--- config.mk ---
export PLATFORM = sky130hd
export DESIGN_NAME = ternary_seq_ctrl_flat
export DESIGN_NICKNAME = d
export VERILOG_FILES = /design/src/rtl/ternary_seq_ctrl_if.sv /design/src/rtl/ternary_seq_ctrl.sv /design/src/flat_wrapper.sv
export SDC_FILE = /design/constraint.sdc
export NUM_CORES = 1
export LEC_CHECK = 0
export CAP_MARGIN = 0
export CORE_ASPECT_RATIO = 1.25
export CORE_UTILIZATION = 39
export CTS_BUF_LIST = sky130_fd_sc_hd__clkbuf_2 sky130_fd_sc_hd__clkbuf_4 sky130_fd_sc_hd__clkbuf_8
export CTS_CLUSTER_SIZE = 25
export DETAILED_ROUTE_END_ITERATION = 6
export GPL_TIMING_DRIVEN = 0
export PLACE_DENSITY_LB_ADDON = 0.1
export SYNTH_ARGS = -nofsm -noshare
export SYNTH_HDL_FRONTEND = slang
export SYNTH_SLANG_ARGS = --single-unit
--- constraint.sdc ---
create_clock -name clk -period 4.5 [get_ports clk]
set_clock_uncertainty 0.05 [all_clocks]
set_input_delay 0.45 -clock clk [delete_from_list [all_inputs] [get_ports clk]]
set_output_delay 0.45 -clock clk [all_outputs]
set_load 0.01 [all_outputs]
--- src/rtl/ternary_seq_ctrl_if.sv ---
// Command, abort/stall and unit-drive signals of the ternary matmul phase sequencer.
// The host side uses master; the sequencer itself uses slave.
interface ternary_seq_ctrl_if #(
  parameter int MAX_OUT_LEN = 7,
  parameter int LEN_W       = 8,
  parameter int RW          = $clog2(MAX_OUT_LEN)
);
  logic             cmd_valid;
  logic [1:0]       cmd_op;
  logic [LEN_W-1:0] cmd_len;
  logic             cmd_ready;
  logic             abort;
  logic             hold;
  logic             load_en;
  logic [RW:0]      load_idx;
  logic             mult_en;
  logic [RW-1:0]    mult_row;
  logic             vec_done;
  logic             weights_valid;
  logic             busy;
  logic             err;

  modport master (
    output cmd_valid, cmd_op, cmd_len, abort, hold,
    input  cmd_ready, load_en, load_idx, mult_en, mult_row, vec_done,
           weights_valid, busy, err
  );

  modport slave (
    input  cmd_valid, cmd_op, cmd_len, abort, hold,
    output cmd_ready, load_en, load_idx, mult_en, mult_row, vec_done,
           weights_valid, busy, err
  );
endinterface

--- src/rtl/ternary_seq_ctrl.sv ---
// Phase sequencer for the ternary matmul engine: turns LOAD/RUN host commands into
// load-unit beats and multiplier row steps, with abort and hold (stall) control.
module ternary_seq_ctrl #(
  parameter int MAX_OUT_LEN = 7,
  parameter int LEN_W       = 8,
  parameter int RW          = $clog2(MAX_OUT_LEN)
) (
  input logic               clk,
  input logic               rst_n,
  ternary_seq_ctrl_if.slave bus
);

  typedef enum logic [1:0] {
    S_IDLE  = 2'd0,
    S_LOAD  = 2'd1,
    S_READY = 2'd2,
    S_RUN   = 2'd3
  } state_t;

  localparam logic [1:0]    OP_LOAD  = 2'b01;
  localparam logic [1:0]    OP_RUN   = 2'b10;
  localparam logic [RW-1:0] LAST_ROW = RW'(MAX_OUT_LEN - 1);

  state_t           state_q, state_d;
  logic             half_q, half_d;
  logic [RW-1:0]    row_q, row_d;
  logic [LEN_W-1:0] vec_left_q, vec_left_d;
  logic             cont_q, cont_d;
  logic             wv_q, wv_d;
  logic             err_q, err_d;

  logic in_idle, in_load, in_ready, in_run;
  logic accept, load_go, mult_go, last_row;

  assign in_idle  = (state_q == S_IDLE);
  assign in_load  = (state_q == S_LOAD);
  assign in_ready = (state_q == S_READY);
  assign in_run   = (state_q == S_RUN);

  // abort masks cmd_ready, so it always wins over a same-cycle command
  assign bus.cmd_ready = (in_idle || in_ready) && !bus.abort;
  assign accept        = bus.cmd_valid && bus.cmd_ready;
  assign load_go       = in_load && !bus.hold;
  assign mult_go       = in_run && !bus.hold;
  assign last_row      = (row_q == LAST_ROW);

  assign bus.load_en       = load_go;
  assign bus.load_idx      = in_load ? {half_q, row_q} : '0;
  assign bus.mult_en       = mult_go;
  assign bus.mult_row      = in_run ? row_q : '0;
  assign bus.vec_done      = mult_go && last_row;
  assign bus.weights_valid = wv_q;
  assign bus.busy          = in_load || in_run;
  assign bus.err           = err_q;

  // row_q is shared: load beat row inside LOAD, matrix row inside RUN
  always_comb begin
    state_d    = state_q;
    half_d     = half_q;
    row_d      = row_q;
    vec_left_d = vec_left_q;
    cont_d     = cont_q;
    wv_d       = wv_q;
    err_d      = 1'b0;

    case (state_q)
      S_IDLE, S_READY: begin
        if (accept) begin
          if (bus.cmd_op == OP_LOAD) begin
            state_d = S_LOAD;
            half_d  = 1'b0;
            row_d   = '0;
            wv_d    = 1'b0;
          end else if (bus.cmd_op == OP_RUN) begin
            if (in_ready) begin
              state_d    = S_RUN;
              row_d      = '0;
              vec_left_d = bus.cmd_len;
              cont_d     = (bus.cmd_len == '0);
            end else begin
              err_d = 1'b1;
            end
          end
        end
      end

      S_LOAD: begin
        if (bus.abort) begin
          state_d = S_IDLE;
          half_d  = 1'b0;
          row_d   = '0;
          wv_d    = 1'b0;
        end else if (load_go) begin
          if (last_row) begin
            row_d = '0;
            if (half_q) begin
              state_d = S_READY;
              half_d  = 1'b0;
              wv_d    = 1'b1;
            end else begin
              half_d = 1'b1;
            end
          end else begin
            row_d = row_q + 1'b1;
          end
        end
      end

      S_RUN: begin
        if (bus.abort) begin
          state_d = S_READY;
          row_d   = '0;
        end else if (mult_go) begin
          if (last_row) begin
            row_d = '0;
            if (!cont_q) begin
              vec_left_d = vec_left_q - 1'b1;
              if (vec_left_q == LEN_W'(1)) state_d = S_READY;
            end
          end else begin
            row_d = row_q + 1'b1;
          end
        end
      end

      default: state_d = S_IDLE;
    endcase
  end

  always_ff @(posedge clk or negedge rst_n) begin
    if (!rst_n) begin
      state_q    <= S_IDLE;
      half_q     <= 1'b0;
      row_q      <= '0;
      vec_left_q <= '0;
      cont_q     <= 1'b0;
      wv_q       <= 1'b0;
      err_q      <= 1'b0;
    end else begin
      state_q    <= state_d;
      half_q     <= half_d;
      row_q      <= row_d;
      vec_left_q <= vec_left_d;
      cont_q     <= cont_d;
      wv_q       <= wv_d;
      err_q      <= err_d;
    end
  end

endmodule

--- src/flat_wrapper.sv ---
// flat-port wrapper written by rule: the top's interface ports become plain ports
module ternary_seq_ctrl_flat 
#(
  parameter int MAX_OUT_LEN = 7,
  parameter int LEN_W       = 8,
  parameter int RW          = $clog2(MAX_OUT_LEN)
)
  (clk, rst_n, bus_cmd_valid, bus_cmd_op, bus_cmd_len, bus_abort, bus_hold, bus_cmd_ready, bus_load_en, bus_load_idx, bus_mult_en, bus_mult_row, bus_vec_done, bus_weights_valid, bus_busy, bus_err);
  ternary_seq_ctrl_if #(.MAX_OUT_LEN(MAX_OUT_LEN), .LEN_W(LEN_W), .RW(RW)) bus_i ();
  input logic clk;
  input logic rst_n;
  input wire logic [$bits(bus_i.cmd_valid)-1:0] bus_cmd_valid;
  input wire logic [$bits(bus_i.cmd_op)-1:0] bus_cmd_op;
  input wire logic [$bits(bus_i.cmd_len)-1:0] bus_cmd_len;
  input wire logic [$bits(bus_i.abort)-1:0] bus_abort;
  input wire logic [$bits(bus_i.hold)-1:0] bus_hold;
  output wire logic [$bits(bus_i.cmd_ready)-1:0] bus_cmd_ready;
  output wire logic [$bits(bus_i.load_en)-1:0] bus_load_en;
  output wire logic [$bits(bus_i.load_idx)-1:0] bus_load_idx;
  output wire logic [$bits(bus_i.mult_en)-1:0] bus_mult_en;
  output wire logic [$bits(bus_i.mult_row)-1:0] bus_mult_row;
  output wire logic [$bits(bus_i.vec_done)-1:0] bus_vec_done;
  output wire logic [$bits(bus_i.weights_valid)-1:0] bus_weights_valid;
  output wire logic [$bits(bus_i.busy)-1:0] bus_busy;
  output wire logic [$bits(bus_i.err)-1:0] bus_err;
  assign bus_i.cmd_valid = bus_cmd_valid;
  assign bus_i.cmd_op = bus_cmd_op;
  assign bus_i.cmd_len = bus_cmd_len;
  assign bus_i.abort = bus_abort;
  assign bus_i.hold = bus_hold;
  assign bus_cmd_ready = bus_i.cmd_ready;
  assign bus_load_en = bus_i.load_en;
  assign bus_load_idx = bus_i.load_idx;
  assign bus_mult_en = bus_i.mult_en;
  assign bus_mult_row = bus_i.mult_row;
  assign bus_vec_done = bus_i.vec_done;
  assign bus_weights_valid = bus_i.weights_valid;
  assign bus_busy = bus_i.busy;
  assign bus_err = bus_i.err;
  ternary_seq_ctrl #(.MAX_OUT_LEN(MAX_OUT_LEN), .LEN_W(LEN_W), .RW(RW)) u_core (.clk(clk), .rst_n(rst_n), .bus(bus_i));
endmodule
==> metrics.txt <==
FFs w/ async S/R, synth 100.0%; number of global-route vias before repair 1206; Post-CTS Setup Bufs 0; area of the mapped netlist 0.001276 mm²; clock transition at the registers of the reported paths 110 ps; worst min-delay path class flop to flop; Slew headroom 45.68%; area fraction of the dominant cell type after synthesis 33.33%; Vias 1214; clk buf depth 2; Sink Count 17; crit path kind flop to output pin; Multi-input gate area 772.0 µm²; antenna violations before repair 0; die height 65.96 µm; Cell variety after synth 49; min cycle time layout 2588 ps; post-synthesis mux area share 3.235%; commonest non-fill, non-tap cell in the layout clkdlybuf4s50_1; outcome complete, no violations; Initial Util 42.15%; total grt overflow 0; setup TNS 0 ps; Synth area leaders dfrtp_1, ha_1, nor2_1; Worst EP required 4000 ps; CTS resizes 0; most frequent cells in the layout clkdlybuf4s50_1, dfrtp_1, nor2_1, nand2_1, a21oi_1; core box area 0.003028 mm²; DRT antenna net count 0; DP Area 0.001602 mm²; Clk Latency, worst-skew pair 290 ps; Synth Area in Adders 4.902%; Post-Route WL 3.253 mm; CTS HTree Levels 1; Detail Placement HPWL 2.460 mm; Mapped Cells 145; Vias/cell 5.700; unrepaired setup endpoints after global routing no; Ports 29; layout cells sized above 1 12.43%; Worst VDD drop 0.2253 mV; CP endpoint kind output pin; ys flop type dfrtp_1; Die Span X 53.17 µm; Simple-Gate Fraction of Synth Area 31.96%; XOR/XNOR Fraction of Synth Area 0%; Final Hold Fails 0; Routed wire per std cell 15.27 µm; TritonCTS buffer count 3; Final Wtd Congestion 0.9261; Die ar. 0.003507 mm²; NumNets Final 198; CP Cell Sequence buf_2, buf_2, clkbuf_1, nand2_1, nor2_1, clkdlybuf4s50_1; DRT Pass-1 Iters 4; synthesized net count 165; Post-synth EDFFs 0; Power Total 752.0 µW; port bufs 28; CP max-delay cell clkdlybuf4s50_1; period utilisation layout 57.50%; #FFs+latches synth 17; Worst Tran Pin Value 812.3 ps; Power Density 460.9 mW/mm²; Setup crit start kind flop; GRT Overall Usage 20.64%; P&R area growth vs syn 27.84%; Row Count 22; Crit path top cell by count buf_2; register area 425.4 µm²; final setup violation count 0; pin count of the biggest net entering global routing 18; initial DRC count 24; Filler Cell Count 303; Finished Layout Cells 213; drc violations 0; post-synth top area cell dfrtp_1; CP bufs+invs 4; n_diodes 0; leak pwr 0.0007129 µW; design area 0.001632 mm²; CP Max Fanout 10; Top delay family on crit path buffers and inverters; Critical Path AT 2090 ps; CP max stage delay 540 ps; sequential area share after synthesis 33.33%; fmax 386.5 MHz; largest family of logic cells by synthesized area simple AND/OR/NAND/NOR gates; Root Buffer clkbuf_4; hold_buf cts 0; Max-Cap Viols 0; fin. max-slew vios 0; first-pass GRT wire length 5.388 mm; Cells after DPL 209; post-synthesis compound-gate area fraction 20.39%; syn_area_per_cell 8.802 µm²; Synth Warn # 0; CTS tree built
-- state kept, by name, indices dropped and copies added, names as in the netlist --
signal,cells
u_core.cont_q,1
u_core.bus.err,1
u_core.vec_left_q,8
u_core.bus.weights_valid,1
u_core.row_q,3
u_core.state_q,2
u_core.half_q,1
-- worst min-delay path: stages, from the launching register on --
cell	delay, ps
dfrtp_1	350
a31oi_1	40
a21oi_1	110
-- final cells by class --
cell class / count / share of cell area (%)
Multi-Input combinational cell: 111 / 47.32
Sequential cell: 17 / 26.07
Tap cell: 36 / 2.761
Clock buffer: 4 / 1.840
Buffer: 9 / 2.991
Inverter: 8 / 1.840
Timing Repair Buffer: 28 / 17.18
-- synth_stat cells, drive strengths merged (2+ instances only) --
| cell type | count |
|---|---|
| mux2 | 3 |
| a22oi | 2 |
| o22ai | 3 |
| and4bb | 2 |
| nand4 | 3 |
| o31ai | 3 |
| a21oi | 9 |
| nand2 | 10 |
| clkbuf | 4 |
| buf | 5 |
| nand3 | 4 |
| a31oi | 4 |
| nor2 | 13 |
| o21ai | 7 |
| nor3b | 2 |
| nor3 | 4 |
| inv | 8 |
| dfrtp | 17 |
| nand2b | 2 |
| nor4 | 7 |
| and3 | 7 |
| ha | 5 |
| and2 | 2 |
| o311ai | 3 |
-- routing by layer --
| layer | global-route usage, % | vias to the layer above | part of all wire (%) | wire length (µm) |
|---|---|---|---|---|
| met1 | 23.76 | 576 | 44 | 1420 |
| li1 | - | 609 | - | - |
| met2 | 39.08 | 27 | 52 | 1690 |
| met3 | 2.989 | 2 | 3.8 | 123 |
| met4 | 3.947 | 0 | 0.52 | 17 |
| met5 | 0 | - | 0 | 0 |
-- logic make-up (layout without fill, tap and decap cells) --
logic type	Yosys count	after routing
compound gates	39	39
fa+ha+maj	5	5
buf+inv	17	49
flops	17	17
mux	3	3
simple gates	64	64
-- through the flow --
step	setup WS (ps)	hold WS [ps]	util, %
floorplan	2861	104.4	-
global placement	2123	475.5	52.89
detailed placement	2113	476.0	52.89
CTS	1924	501.6	53.88
global route	1754	536.2	53.88
finish	1912	493.4	53.88
-- power breakdown --
group          switching [µW]  internal, µW
registers                56.2           197
clock network            51.7          40.5
logic                     219           188
-- worst paths after layout --
check	slack, ps	cells past startpoint	to	start
min in group asynchronous	560	1	u_core.bus.err$_DFF_PN0_	rst_n
max in group asynchronous	3330	1	u_core.vec_left_q[3]$_DFFE_PN0P_	rst_n
min reg2reg	490	2	u_core.bus.weights_valid$_DFFE_PN0P_	u_core.bus.weights_valid$_DFFE_PN0P_
max reg2reg	2730	6	u_core.vec_left_q[6]$_DFFE_PN0P_	u_core.vec_left_q[0]$_DFFE_PN0P_
min	490	2	u_core.bus.weights_valid$_DFFE_PN0P_	u_core.bus.weights_valid$_DFFE_PN0P_
max	1910	6	bus_load_en	u_core.state_q[0]$_DFFE_PN0P_
No activity file was read; power rests on OpenSTA's default activity.
